--- config.mk ---
export PLATFORM = sky130hd
export DESIGN_NAME = envelope_gen
export DESIGN_NICKNAME = d
export VERILOG_FILES = /design/src/rtl/envelope_gen.sv
export SDC_FILE = /design/constraint.sdc
export NUM_CORES = 1
export LEC_CHECK = 0
export CAP_MARGIN = 20
export CORE_ASPECT_RATIO = 1.5
export CORE_MARGIN = 3
export CORE_UTILIZATION = 62
export CTS_CLUSTER_SIZE = 8
export DETAILED_ROUTE_END_ITERATION = 8
export GPL_ROUTABILITY_DRIVEN = 0
export GPL_TIMING_DRIVEN = 0
export PLACE_DENSITY = 0.82
export SYNTH_ARGS = -nofsm -noshare
export SYNTH_HDL_FRONTEND = slang
export SYNTH_SLANG_ARGS = --single-unit
--- constraint.sdc ---
create_clock -name i_clk -period 6.68 [get_ports i_clk]
set_clock_uncertainty 0.2 [all_clocks]
set_input_delay 0.668 -clock i_clk [delete_from_list [all_inputs] [get_ports i_clk]]
set_output_delay 0.668 -clock i_clk [all_outputs]
set_load 0.02 [all_outputs]
--- src/rtl/envelope_gen.sv ---
// ADSR envelope generator for one voice: a 16-bit level stepped by sample_tick,
// presented as a non-negative 9-bit signed amplitude for the voice multiplier.
//
// state   | meaning
// --------+-----------------------------------------------------------
// IDLE    | silent, level held at 0
// ATTACK  | level rising by step(attack) per tick toward 0xFFFF
// DECAY   | level falling by step(decay) per tick toward sustain level
// SUSTAIN | level follows the live sustain code while gate is high
// RELEASE | level falling by step(release) per tick toward 0
module envelope_gen (
    input  logic       i_clk,
    input  logic       i_resetn,
    input  logic       i_gate,
    input  logic       i_sample_tick,
    input  logic [3:0] i_attack,
    input  logic [3:0] i_decay,
    input  logic [3:0] i_sustain,
    input  logic [3:0] i_release,
    output logic [8:0] o_amplitude,
    output logic [2:0] o_env_state,
    output logic       o_active
);

    localparam logic [2:0] S_IDLE    = 3'd0;
    localparam logic [2:0] S_ATTACK  = 3'd1;
    localparam logic [2:0] S_DECAY   = 3'd2;
    localparam logic [2:0] S_SUSTAIN = 3'd3;
    localparam logic [2:0] S_RELEASE = 3'd4;

    logic [2:0]  r_state;
    logic [15:0] r_level;
    logic        r_gate_q;

    logic [2:0]  w_state_nxt;
    logic [15:0] w_level_nxt;
    logic        w_rise;
    logic        w_fall;
    logic [15:0] w_step_a;
    logic [15:0] w_step_d;
    logic [15:0] w_step_r;
    logic [15:0] w_sus;
    logic [16:0] w_att_sum;
    logic [16:0] w_dec_lim;

    assign w_rise    = i_gate & ~r_gate_q;
    assign w_fall    = ~i_gate & r_gate_q;
    assign w_step_a  = 16'd1 << (4'd15 - i_attack);
    assign w_step_d  = 16'd1 << (4'd15 - i_decay);
    assign w_step_r  = 16'd1 << (4'd15 - i_release);
    assign w_sus     = {4{i_sustain}};
    // 17-bit arithmetic so the attack overshoot and decay limit never wrap
    assign w_att_sum = {1'b0, r_level} + {1'b0, w_step_a};
    assign w_dec_lim = {1'b0, w_sus} + {1'b0, w_step_d};

    always_ff @(posedge i_clk) begin
        if (!i_resetn) begin
            r_state  <= S_IDLE;
            r_level  <= 16'd0;
            r_gate_q <= 1'b0;
        end else begin
            r_state  <= w_state_nxt;
            r_level  <= w_level_nxt;
            r_gate_q <= i_gate;
        end
    end

    // Any gate edge wins the cycle: state may move, level holds, tick is dropped.
    always_comb begin
        w_state_nxt = r_state;
        w_level_nxt = r_level;
        if (w_rise) begin
            w_state_nxt = S_ATTACK;
        end else if (w_fall) begin
            if (r_state == S_ATTACK || r_state == S_DECAY || r_state == S_SUSTAIN)
                w_state_nxt = S_RELEASE;
        end else if (i_sample_tick) begin
            case (r_state)
                S_IDLE: w_level_nxt = 16'd0;
                S_ATTACK: begin
                    if (w_att_sum >= 17'h0FFFF) begin
                        w_level_nxt = 16'hFFFF;
                        w_state_nxt = S_DECAY;
                    end else begin
                        w_level_nxt = w_att_sum[15:0];
                    end
                end
                S_DECAY: begin
                    if ({1'b0, r_level} <= w_dec_lim) begin
                        w_level_nxt = w_sus;
                        w_state_nxt = S_SUSTAIN;
                    end else begin
                        w_level_nxt = r_level - w_step_d;
                    end
                end
                S_SUSTAIN: w_level_nxt = w_sus;
                S_RELEASE: begin
                    if (r_level <= w_step_r) begin
                        w_level_nxt = 16'd0;
                        w_state_nxt = S_IDLE;
                    end else begin
                        w_level_nxt = r_level - w_step_r;
                    end
                end
                default: begin
                    w_level_nxt = 16'd0;
                    w_state_nxt = S_IDLE;
                end
            endcase
        end
    end

    always_comb begin
        o_amplitude = {1'b0, r_level[15:8]};
        o_env_state = r_state;
        o_active    = (r_state != S_IDLE);
    end

endmodule

**Word-level counts from Yosys, hierarchy flattened**

Cells that the tools add are included.

- Add/subtract/negate cells: 7
- Magnitude comparators: 3
- Equality and inequality tests: 14
- Shift-type cells: 3
- Multiplexer cells: 12
- Bitwise operators: 7
- Reductions and logical operators: 11

Operators by type and width:

| cell | count |
|---|---|
| one-hot mux 16 bit (4 select lines) | 1 |
| 2-to-1 mux 16 bit | 3 |
| << shifter 1 x 4 -> 16 bit, first input constant | 3 |
| adder 16 x 16 -> 17 bit | 2 |
| subtractor 16 bit | 2 |
| 2-to-1 mux 3 bit | 6 |
| greater-or-equal comparator 17 x 16 -> 1 bit, second input constant | 1 |
| less-or-equal comparator 16 x 17 -> 1 bit | 1 |
| less-or-equal comparator 16 bit | 1 |
| one-hot mux 3 bit (4 select lines) | 1 |
| AND reduction 6 bit | 2 |
| subtractor 4 bit, first input constant | 3 |
| != test 3 x 2 -> 1 bit, second input constant | 3 |
| != test 4 x 3 -> 1 bit, second input constant | 2 |
| equality test 3 x 2 -> 1 bit, second input constant | 2 |
| nonzero test 3 bit | 2 |
| inverter 1 bit | 5 |
| != test 2 x 1 -> 1 bit, second input constant | 2 |
| != test 4 bit, second input constant | 1 |
| OR reduction 2 bit | 2 |
| equality test 3 x 1 -> 1 bit, second input constant | 1 |
| equality test 3 bit, second input constant | 1 |
| logical NOT 3 bit | 1 |
| != test 3 x 1 -> 1 bit, second input constant | 1 |
| other kinds (6) | 8 |

- Register bits: 20
- Input bits: 20
- Output and inout bits: 13

**Depth between registers and ports, before layout**

Gate-level depths: netlist of run 1.

- Depth in word-level cells: 9
- Gate-level depth with buffers: 21
- Gate-level depth less buffers: 21

**Least setup slack after synthesis of run 1**

No wires, ideal clock.

- Path type: input -> register
- From: input port i_decay[2]
- To: register r_level[4]
- Library setup time: 0.127 ns
- Data arrival time: 4.538 ns
- Setup slack: 1.815 ns
- Cell stages on the path: 19
- Path buffers: 0
- Cell sequence: nor2b_1 > nand3_1 > inv_1 > ha_1 > a21o_1 > a21oi_1 > o21bai_1 > a221o_1 > a21o_1 > a21o_1 > a21oi_1 > xor2_1 > ha_1 > nand4_1 > o311ai_1 > nand3_2 > mux2i_1 > o211ai_1 > or3b_1

- Word-level cells in the longest chain between the ends: 6
- Elaborated cells on any way between the ends: 7
- Classes of those cells: add/sub: 3; order compare: 1; shift: 1; mux: 2

Ends and longest elaborated chain:

| what | RTL line | source |
|---|---|---|
| start, declared | 17 | `input logic [3:0] i_decay,` |
| subtractor 4 bit * | 49 | `assign w_step_d = 16'd1 << (4'd15 - i_decay);` |
| << shifter 1 x 4 -> 16 bit * | 49 |  |
| adder 16 x 16 -> 17 bit | 54 | `assign w_dec_lim = {1'b0, w_sus} + {1'b0, w_step_d};` |
| less-or-equal comparator 16 x 17 -> 1 bit | 89 | `if ({1'b0, r_level} <= w_dec_lim) begin` |
| 2-to-1 mux 16 bit * | 89 |  |
| one-hot mux 16 bit (4 select lines) * | 78 | `case (r_state)` |
| end signal, assigned | 63 | `r_level <= w_level_nxt;` |
| end, declared | 32 | `logic [15:0] r_level;` |

Every way passes the cells marked *; elsewhere a longest branch is shown, timed or not.
A chain may end at the register's enable or synchronous reset.

**Final worst setup path of run 1**

- From: input port i_decay[2]
- To: register r_level[14]

The elaborated chain is that of the path after synthesis.

==> flow_summary.html, run 1 <==
<table>
<tr><th>Metric</th><th>Value</th></tr>
<tr><th colspan="2">Run status</th></tr>
<tr><td>Result of the run</td><td>finished, final reports clean</td></tr>
<tr><th colspan="2">Clock network</th></tr>
<tr><td>Post-CTS Resized</td><td>0</td></tr>
<tr><td>Maximum buffer depth of the clock tree</td><td>2</td></tr>
<tr><td>Worst-Skew Late Latency</td><td>0.26 ns</td></tr>
<tr><td>TritonCTS clock tree</td><td>done</td></tr>
<tr><td>Count of clock tree sinks</td><td>20</td></tr>
<tr><td>Cell chosen for the clock root</td><td>sky130_fd_sc_hd__clkbuf_16</td></tr>
<tr><td>Post CTS Setup Buffer Count</td><td>0</td></tr>
<tr><td>Quantity of hold-fixing buffers added after cts</td><td>0</td></tr>
<tr><td>Number of buffers created by CTS</td><td>3</td></tr>
<tr><td>Clock edge transition at the registers on the reported setup and hold paths</td><td>roughly 0.060 ns</td></tr>
<tr><td>H-tree Lvls</td><td>1</td></tr>
<tr><th colspan="2">Hold path</th></tr>
<tr><td>Type of the most critical hold path</td><td>flip-flop to flip-flop</td></tr>
<tr><td>Cell depth of the worst hold path</td><td>2</td></tr>
<tr><td>Hold Path Origin</td><td>r_level[0]</td></tr>
<tr><th colspan="2">Finish</th></tr>
<tr><td>Fill cells</td><td>around 710</td></tr>
<tr><td>Fraction of layout instances using a drive strength above 1</td><td>around 4.5%</td></tr>
<tr><td>Syn-to-layout area delta</td><td>10.36%</td></tr>
<tr><td>Final Util</td><td>70.55%</td></tr>
<tr><td>Final #Nets</td><td>855</td></tr>
<tr><td>Antenna fix cells</td><td>0</td></tr>
<tr><th colspan="2">STA</th></tr>
<tr><td>Final Hold Vio Count</td><td>0</td></tr>
<tr><td>Least-Margin Pin Slew</td><td>0.8428 ns</td></tr>
<tr><td>Final setup violating endpoints</td><td>0</td></tr>
<tr><td>Final Max Slew Viols</td><td>0</td></tr>
<tr><td>Highest clock rate</td><td>roughly 160 MHz</td></tr>
<tr><td>Setup repair after global routing missed its margin</td><td>false</td></tr>
<tr><td>Setup TNS</td><td>0 ns</td></tr>
<tr><td>Final critical-path required period</td><td>around 6.1 ns</td></tr>
<tr><td>Share of the clock period used by the worst path</td><td>roughly 90%</td></tr>
<tr><td>Remaining max-slew budget at the tightest pin</td><td>between 40% and 50%</td></tr>
<tr><th colspan="2">Synth</th></tr>
<tr><td>Total of flip-flops plus latches after synthesis</td><td>20</td></tr>
<tr><td>Synth Area per Inst</td><td>7.179 µm²</td></tr>
<tr><td>Most frequently used flop master after synthesis</td><td>sky130_fd_sc_hd__dfxtp_1</td></tr>
<tr><td>Count of distinct cell types in the synthesized netlist</td><td>73</td></tr>
<tr><td>Yosys warning total</td><td>0</td></tr>
<tr><td>Cell count after synthesis</td><td>713</td></tr>
<tr><td>Cell Area, Synth</td><td>5119 µm²</td></tr>
<tr><td>Proportion of register bits with asynchronous set or reset after synthesis</td><td>0%</td></tr>
<tr><td>Sequential cell area fraction in the yosys report</td><td>7.822%</td></tr>
<tr><td>Number of enable flip-flop cells after synthesis</td><td>0</td></tr>
<tr><td>Number of nets produced by synthesis</td><td>819</td></tr>
<tr><th colspan="2">Placement</th></tr>
<tr><td>Number of input and output port buffers inserted</td><td>31</td></tr>
<tr><td>HPWL after DPL</td><td>roughly 13 mm</td></tr>
<tr><th colspan="2">Global route</th></tr>
<tr><td>Number of antenna violations at the first check in global routing</td><td>0</td></tr>
<tr><td>Top Usage Layer GRT</td><td>met2</td></tr>
<tr><td>Pin count of the biggest net entering global routing</td><td>12</td></tr>
<tr><td>GRT Total Usage</td><td>between 30% and 40%</td></tr>
<tr><td>Wire length of the first global-routing pass</td><td>roughly 25 mm</td></tr>
<tr><td>Number of global-route vias before repair</td><td>approximately 5600</td></tr>
<tr><td>Global-route met1 utilization</td><td>approximately 33%</td></tr>
<tr><td>Global routing met3 resource utilization</td><td>between 2 and 3%</td></tr>
<tr><td>Overflow after GRT</td><td>0</td></tr>
<tr><td>Met2 Track Usage GR</td><td>a little over three fifths</td></tr>
<tr><th colspan="2">Floorplan</th></tr>
<tr><td>Number of I/O pins</td><td>33</td></tr>
<tr><td>Overall die area</td><td>9405 µm²</td></tr>
<tr><td>Area of the core</td><td>around 8000 µm²</td></tr>
<tr><td>Die Span Y</td><td>between 100 and 150 µm</td></tr>
<tr><td>Number of placement rows</td><td>40</td></tr>
<tr><td>Effective utilization at floorplan</td><td>63.92%</td></tr>
<tr><td>Floorplan die width</td><td>between 80 and 90 µm</td></tr>
<tr><th colspan="2">Power</th></tr>
<tr><td>Clock power share</td><td>around a quarter</td></tr>
<tr><td>Largest voltage drop on the vdd net</td><td>between 0.08 and 0.09 mV</td></tr>
<tr><td>Net switching share of the total power</td><td>between 30 and 40%</td></tr>
<tr><td>Power share of the sequential group</td><td>a little under a quarter</td></tr>
<tr><td>Power Density</td><td>92.49 nW/µm²</td></tr>
<tr><td>Int Pwr</td><td>around 320 µW</td></tr>
<tr><td>Static leakage</td><td>2.658 nW</td></tr>
<tr><td>Comb power frac</td><td>approximately half</td></tr>
<tr><td>Power dissipated by switching net loads</td><td>roughly 200 µW</td></tr>
<tr><th colspan="2">Worst setup path</th></tr>
<tr><td>Critical Path AT</td><td>between 6 and 7 ns</td></tr>
<tr><td>R2R depth</td><td>9</td></tr>
<tr><td>Startpoint Class</td><td>primary input</td></tr>
<tr><td>Max FO, Critical Path</td><td>10</td></tr>
<tr><td>Kind of critical path</td><td>primary input to flip-flop</td></tr>
<tr><td>Required @ worst endpoint</td><td>approximately 6.6 ns</td></tr>
<tr><td>Startpoint of the most critical setup path</td><td>i_decay[2]</td></tr>
<tr><td>Launch point of the worst reg-to-reg path</td><td>r_level[1]</td></tr>
<tr><td>Kind of capture point of the worst setup path</td><td>flip-flop</td></tr>
<tr><th colspan="2">Drt</th></tr>
<tr><td>WL final</td><td>15.60 mm</td></tr>
<tr><td>Vias post-DR</td><td>roughly 5600</td></tr>
<tr><td>Wire per inst</td><td>approximately 18 µm</td></tr>
<tr><td>DR DRC count</td><td>0</td></tr>
<tr><td>Iteration count of the initial detailed-routing pass</td><td>6</td></tr>
<tr><td>Starting DRT DRC Count</td><td>481</td></tr>
<tr><td>Antenna Nets Post-Route</td><td>0</td></tr>
<tr><td>Routed vias/inst</td><td>around 6.6</td></tr>
<tr><th colspan="2">Flow run</th></tr>
<tr><td>Max capacitance violation total</td><td>0</td></tr>
</table>
==> flip-flops by register name, indices dropped and copies added (netlist names) <==
name         cells
r_level         16
o_env_state      3
r_gate_q         1
==> cell type report <==
type | instances | area (µm²) | share of cell area [%]
buffer | 20 | 122.6 | 2.171
clock buffer | 4 | 88.84 | 1.573
inverter | 42 | 157.7 | 2.791
multi-input combinational | 631 | 4438 | 78.56
sequential | 20 | 400.4 | 7.087
tap | 105 | 131.4 | 2.326
timing repair buffer | 31 | 310.3 | 5.493
==> metrics by stage <==
step / power (mW) / worst slack (ns) / hold WS [ns] / area, µm² / instances
2_1_floorplan: 0.3058 / 1.815 / 0.2650 / 5119 / 713
3_3_place_gp: 0.3720 / 0.4170 / 0.2836 / 5560 / 849
3_5_place_dp: 0.3801 / 0.3112 / 0.3070 / 5560 / 849
4_1_cts: 0.5182 / 0.5857 / 0.3154 / 5649 / 853
5_1_grt: 0.5533 / 0.1957 / 0.3583 / 5649 / 853
6_report: 0.5225 / 0.5409 / 0.3094 / 5649 / 853
==> power groups by stage <==
stage / registers, mW / clock network, mW / logic (mW)
floorplan: 0.129 / 0 / 0.177
global placement: 0.127 / 0 / 0.245
detailed placement: 0.127 / 0 / 0.253
CTS: 0.125 / 0.139 / 0.254
global route: 0.125 / 0.144 / 0.285
finish: 0.125 / 0.139 / 0.259
==> cell usage after synthesis (8+ instances only) <==
master	instances	area, µm²
sky130_fd_sc_hd__nand3_1	40	200.2
sky130_fd_sc_hd__o21ai_0	42	210.2
sky130_fd_sc_hd__a21oi_1	48	240.2
sky130_fd_sc_hd__xor2_1	22	192.7
sky130_fd_sc_hd__nor2_1	51	191.4
sky130_fd_sc_hd__buf_4	12	90.09
sky130_fd_sc_hd__xnor2_1	28	245.2
sky130_fd_sc_hd__a21o_1	23	172.7
sky130_fd_sc_hd__dfxtp_1	20	400.4
sky130_fd_sc_hd__nor3_1	26	130.1
sky130_fd_sc_hd__nand4_1	11	68.82
sky130_fd_sc_hd__o21a_1	10	75.07
sky130_fd_sc_hd__inv_1	42	157.7
sky130_fd_sc_hd__and3_1	8	50.05
sky130_fd_sc_hd__a211oi_1	12	90.09
sky130_fd_sc_hd__nor2b_1	17	106.4
sky130_fd_sc_hd__ha_1	82	1026
sky130_fd_sc_hd__nand2_1	77	289.0
==> placed cells by master (no fill, tap or decap), types with 26 or more instances in the layout <==
cell / synthesis / routed
sky130_fd_sc_hd__a21oi_1: 48 / 48
sky130_fd_sc_hd__clkdlybuf4s50_1: 0 / 31
sky130_fd_sc_hd__ha_1: 82 / 82
sky130_fd_sc_hd__inv_1: 42 / 42
sky130_fd_sc_hd__nand2_1: 77 / 77
sky130_fd_sc_hd__nand3_1: 40 / 40
sky130_fd_sc_hd__nor2_1: 51 / 51
sky130_fd_sc_hd__nor3_1: 26 / 26
sky130_fd_sc_hd__o21ai_0: 42 / 42
sky130_fd_sc_hd__xnor2_1: 28 / 28
==> critical path, stage by stage <==
cell                              delay, ns
sky130_fd_sc_hd__clkdlybuf4s50_1       0.53
sky130_fd_sc_hd__nor2b_1               0.23
sky130_fd_sc_hd__nand3_1               0.22
sky130_fd_sc_hd__inv_1                 0.11
sky130_fd_sc_hd__fa_1                  0.45
sky130_fd_sc_hd__a211o_1               0.32
sky130_fd_sc_hd__a2111oi_2             0.43
sky130_fd_sc_hd__o2bb2ai_1             0.26
sky130_fd_sc_hd__o21ai_0               0.27
sky130_fd_sc_hd__nand2b_1              0.08
sky130_fd_sc_hd__a21oi_1               0.18
sky130_fd_sc_hd__xor2_1                0.09
sky130_fd_sc_hd__ha_1                  0.33
sky130_fd_sc_hd__nand4_1               0.12
sky130_fd_sc_hd__o311ai_1              0.57
sky130_fd_sc_hd__nand3_2               0.43
sky130_fd_sc_hd__and3_1                0.42
sky130_fd_sc_hd__o311a_1               0.38
==> cells by family after synthesis <==
group | after synthesis | synth area share, %
compound gates | 213 | 28.48
simple gates | 273 | 26.35
fa+ha+maj | 86 | 21.61
xor+xnor | 50 | 8.555
other cells | 1 | 0.07326
flops | 20 | 7.822
buf+inv | 62 | 5.475
mux | 8 | 1.638
==> path summary, 6_finish.rpt <==
| path | to | slack (ns) |
|---|---|---|
| min | r_level[0] | 0.31 |
| min reg2reg | r_level[0] | 0.31 |
| max | r_level[14] | 0.54 |
| max reg2reg | r_level[9] | 3.13 |
==> routing by layer <==
| metal | routed length, µm | vias up |
|---|---|---|
| met5 | 0 | - |
| met4 | 1285 | 0 |
| met3 | 683 | 89 |
| met2 | 7978 | 223 |
| met1 | 5653 | 2561 |
| li1 | - | 2734 |
No activity file was read; power rests on OpenSTA's default activity.
==> run 2: changes to the inputs <==
--- a/config.mk
+++ b/config.mk
@@ -12,7 +12,6 @@
 export CTS_CLUSTER_SIZE = 8
 export DETAILED_ROUTE_END_ITERATION = 8
 export GPL_ROUTABILITY_DRIVEN = 0
-export GPL_TIMING_DRIVEN = 0
 export PLACE_DENSITY = 0.82
 export SYNTH_ARGS = -nofsm -noshare
 export SYNTH_HDL_FRONTEND = slang
==> run 2 against run 1 <==
Worst hold slack gained 0.0030 ns; sequential share of layout area is 0.13 points higher; setup slack improved by 0.15 ns; register-to-register slack worse by 0.10 ns; count of clock-buffer cells in the layout stayed put; wire length increased by 5.8%; critical path type unchanged; highest routed layer unchanged.
==> flow_summary.html, run 2 (synthesized netlist as in run 1, its figures left out) <==
<table>
<tr><th>Metric</th><th>Value</th></tr>
<tr><th colspan="2">Worst setup path</th></tr>
<tr><td>Kind of critical path</td><td>primary input to flip-flop</td></tr>
<tr><td>Critical Path AT</td><td>5.93 ns (-0.16 ns)</td></tr>
<tr><td>Worst reg-to-reg setup slack</td><td>3.03 ns (-0.10 ns)</td></tr>
<tr><td>Kind of capture point of the worst setup path</td><td>flip-flop</td></tr>
<tr><td>Startpoint Class</td><td>primary input</td></tr>
<tr><td>Crit Reg-Reg Endpoint</td><td>o_env_state[0]</td></tr>
<tr><td>Required @ worst endpoint</td><td>6.62 ns (about the same)</td></tr>
<tr><td>Launch point of the worst reg-to-reg path</td><td>r_level[1]</td></tr>
<tr><td>R2R depth</td><td>9 (unchanged)</td></tr>
<tr><td>Max FO, Critical Path</td><td>10 (unchanged)</td></tr>
<tr><th colspan="2">Clock network</th></tr>
<tr><td>Maximum buffer depth of the clock tree</td><td>2 (unchanged)</td></tr>
<tr><td>Worst-Skew Late Latency</td><td>0.26 ns (about the same)</td></tr>
<tr><td>H-tree Lvls</td><td>1 (unchanged)</td></tr>
<tr><td>Post-CTS Resized</td><td>0 (unchanged)</td></tr>
<tr><td>TritonCTS clock tree</td><td>done</td></tr>
<tr><td>Quantity of hold-fixing buffers added after cts</td><td>0 (unchanged)</td></tr>
<tr><td>Clock edge transition at the registers on the reported setup and hold paths</td><td>0.06 ns (about the same)</td></tr>
<tr><td>Post CTS Setup Buffer Count</td><td>0 (unchanged)</td></tr>
<tr><td>Number of buffers created by CTS</td><td>3 (unchanged)</td></tr>
<tr><td>Cell chosen for the clock root</td><td>sky130_fd_sc_hd__clkbuf_16</td></tr>
<tr><td>Count of clock tree sinks</td><td>20 (unchanged)</td></tr>
<tr><th colspan="2">Drt</th></tr>
<tr><td>Post-route met1 wirelength</td><td>5.550 mm (-1.8%)</td></tr>
<tr><td>Uppermost signal routing layer after detailed routing</td><td>met4</td></tr>
<tr><td>Wire per inst</td><td>19.74 µm (+7.9%)</td></tr>
<tr><td>DR DRC count</td><td>0 (unchanged)</td></tr>
<tr><td>WL final</td><td>16.50 mm (+5.8%)</td></tr>
<tr><td>Antenna Nets Post-Route</td><td>0 (unchanged)</td></tr>
<tr><td>Wire length on met2</td><td>8.382 mm (+5.1%)</td></tr>
<tr><td>Iteration count of the initial detailed-routing pass</td><td>5 (-1)</td></tr>
<tr><td>Met3 routed WL</td><td>1.046 mm (+53%)</td></tr>
<tr><td>Vias post-DR</td><td>5743 (+2.4%)</td></tr>
<tr><td>Routed vias/inst</td><td>6.870 (+4.5%)</td></tr>
<tr><td>Starting DRT DRC Count</td><td>428 (-11%)</td></tr>
<tr><th colspan="2">STA</th></tr>
<tr><td>Remaining max-slew budget at the tightest pin</td><td>50.20% (+7.8 points)</td></tr>
<tr><td>Setup TNS</td><td>0 ns (unchanged)</td></tr>
<tr><td>Final critical-path required period</td><td>5.989 ns (-0.1503 ns)</td></tr>
<tr><td>Share of the clock period used by the worst path</td><td>89.65% (-2.3 points)</td></tr>
<tr><td>Final Max Slew Viols</td><td>0 (unchanged)</td></tr>
<tr><td>Highest clock rate</td><td>167.0 MHz (+2.5%)</td></tr>
<tr><td>Setup repair after global routing missed its margin</td><td>false</td></tr>
<tr><td>Final setup violating endpoints</td><td>0 (unchanged)</td></tr>
<tr><td>Least-Margin Pin Slew</td><td>0.7470 ns (-0.09575 ns)</td></tr>
<tr><td>Final Hold Vio Count</td><td>0 (unchanged)</td></tr>
<tr><th colspan="2">Floorplan</th></tr>
<tr><td>Effective utilization at floorplan</td><td>63.92% (unchanged)</td></tr>
<tr><td>Floorplan die width</td><td>80.19 µm (unchanged)</td></tr>
<tr><td>Number of placement rows</td><td>40 (unchanged)</td></tr>
<tr><td>Overall die area</td><td>9405 µm² (unchanged)</td></tr>
<tr><td>Number of I/O pins</td><td>33 (unchanged)</td></tr>
<tr><td>Area of the core</td><td>8008 µm² (unchanged)</td></tr>
<tr><td>Die Span Y</td><td>117.3 µm (unchanged)</td></tr>
<tr><th colspan="2">Hold path</th></tr>
<tr><td>Type of the most critical hold path</td><td>flip-flop to flip-flop</td></tr>
<tr><td>End point of the most critical hold path</td><td>r_level[0]</td></tr>
<tr><td>Hold Path Origin</td><td>r_level[0]</td></tr>
<tr><td>Cell depth of the worst hold path</td><td>2 (unchanged)</td></tr>
<tr><th colspan="2">Global route</th></tr>
<tr><td>Pin count of the biggest net entering global routing</td><td>16 (+4)</td></tr>
<tr><td>Number of global-route vias before repair</td><td>5621 (+0.34%)</td></tr>
<tr><td>Overflow after GRT</td><td>0 (unchanged)</td></tr>
<tr><td>Number of antenna violations at the first check in global routing</td><td>0 (unchanged)</td></tr>
<tr><td>GRT Total Usage</td><td>35.19% (+1.6 points)</td></tr>
<tr><td>Wire length of the first global-routing pass</td><td>25.85 mm (+3.9%)</td></tr>
<tr><th colspan="2">Finish</th></tr>
<tr><td>Final #Nets</td><td>838 (-2.0%)</td></tr>
<tr><td>Footprint of the multi-input gates</td><td>4438 µm² (unchanged)</td></tr>
<tr><td>Syn-to-layout area delta</td><td>8.409%</td></tr>
<tr><td>Register with the most flip-flops</td><td>r_level</td></tr>
<tr><td>Antenna fix cells</td><td>0 (unchanged)</td></tr>
<tr><td>Most common cell after layout, fill and taps aside</td><td>sky130_fd_sc_hd__ha_1</td></tr>
<tr><td>Largest register FFs</td><td>16 (unchanged)</td></tr>
<tr><td>Layout Cell Area excl Fill</td><td>5549 µm² (-1.8%)</td></tr>
<tr><td>Fraction of layout instances using a drive strength above 1</td><td>3.146% (-1.4 points)</td></tr>
<tr><td>Fill cells</td><td>710 (+0.71%)</td></tr>
<tr><td>Commonest non-fill, non-tap cells in the layout</td><td>sky130_fd_sc_hd__ha_1 (82), sky130_fd_sc_hd__nand2_1 (77), sky130_fd_sc_hd__nor2_1 (51)</td></tr>
<tr><td>Number of cells in the finished layout apart from fillers</td><td>836 (-2.0%)</td></tr>
<tr><td>Sequential cell area</td><td>400.4 µm² (unchanged)</td></tr>
<tr><th colspan="2">Power</th></tr>
<tr><td>Static leakage</td><td>2.589 nW (-2.6%)</td></tr>
<tr><td>Largest voltage drop on the vdd net</td><td>0.06852 mV (-19%)</td></tr>
<tr><td>Power Density</td><td>95.38 nW/µm² (+3.1%)</td></tr>
<tr><th colspan="2">Placement</th></tr>
<tr><td>Cell count after placement</td><td>832 (-2.0%)</td></tr>
<tr><td>Cell area after placement</td><td>5460 µm² (-1.8%)</td></tr>
<tr><td>Number of input and output port buffers inserted</td><td>31 (unchanged)</td></tr>
<tr><td>HPWL after DPL</td><td>13.64 mm (+4.6%)</td></tr>
<tr><th colspan="2">Flow run</th></tr>
<tr><td>Max capacitance violation total</td><td>0 (unchanged)</td></tr>
<tr><th colspan="2">Run status</th></tr>
<tr><td>Result of the run</td><td>finished, final reports clean</td></tr>
</table>
-- run 2: routing by layer --
| metal | vias up | GRT usage [%] |
|---|---|---|
| li1 | 2692 | - |
| met1 | 2627 | 33.19 |
| met2 | 307 | 67.15 |
| met3 | 117 | 4.671 |
| met4 | 0 | 26.94 |
| met5 | - | 0 |
-- run 2: area by class of cell --
cell class | count | area share, %
Inverter | 42 | 2.841
Clock buffer | 4 | 1.601
Multi-Input combinational cell | 631 | 79.98
Sequential cell | 20 | 7.215
Timing Repair Buffer | 34 | 5.998
Tap cell | 105 | 2.368
-- run 2: stage by stage --
stage	total power [mW]	setup slack (ns)	hold slack, ns	utilization (%)
6_report	0.5293	0.6912	0.3124	69.30
3_3_place_gp	0.3775	0.7064	0.2837	68.19
3_5_place_dp	0.3838	0.5079	0.3187	68.19
5_1_grt	0.5536	0.3006	0.3847	69.30
4_1_cts	0.5207	0.7710	0.3261	69.30
2_1_floorplan	0.3058	1.815	0.2650	-
-- run 2: how the worst max path moves through the flow --
stage | start | end
4_1_cts | i_decay[2] | r_level[4]
3_3_place_gp | i_decay[2] | r_level[4]
6_report | i_decay[3] | r_level[4]
5_1_grt | i_decay[3] | r_level[4]
2_1_floorplan | i_decay[2] | r_level[4]
3_5_place_dp | i_decay[2] | r_level[4]
-- run 2: report_power, final --
part | internal (mW) | total [mW] | switching [mW]
clock | 0.0915 | 0.140 | 0.0487
sequential | 0.122 | 0.130 | 0.00757
combinational | 0.106 | 0.259 | 0.153
total | 0.320 | 0.529 | 0.210
-- run 2: worst max-delay path, cell delays in order --
cell and delay [ns]:
sky130_fd_sc_hd__clkdlybuf4s50_1 0.63, sky130_fd_sc_hd__nor2b_1 0.31, sky130_fd_sc_hd__nand3_1 0.17, sky130_fd_sc_hd__inv_1 0.09, sky130_fd_sc_hd__ha_1 0.27, sky130_fd_sc_hd__a211o_1 0.34
sky130_fd_sc_hd__a2111oi_2 0.47, sky130_fd_sc_hd__o2bb2ai_1 0.25, sky130_fd_sc_hd__o21ai_0 0.27, sky130_fd_sc_hd__nand2b_1 0.08, sky130_fd_sc_hd__a21oi_1 0.18, sky130_fd_sc_hd__xor2_1 0.09
sky130_fd_sc_hd__ha_1 0.30, sky130_fd_sc_hd__nand4_1 0.12, sky130_fd_sc_hd__o311ai_1 0.58, sky130_fd_sc_hd__nand3_2 0.39, sky130_fd_sc_hd__mux2i_1 0.25, sky130_fd_sc_hd__o211ai_1 0.09
sky130_fd_sc_hd__or3b_1 0.36
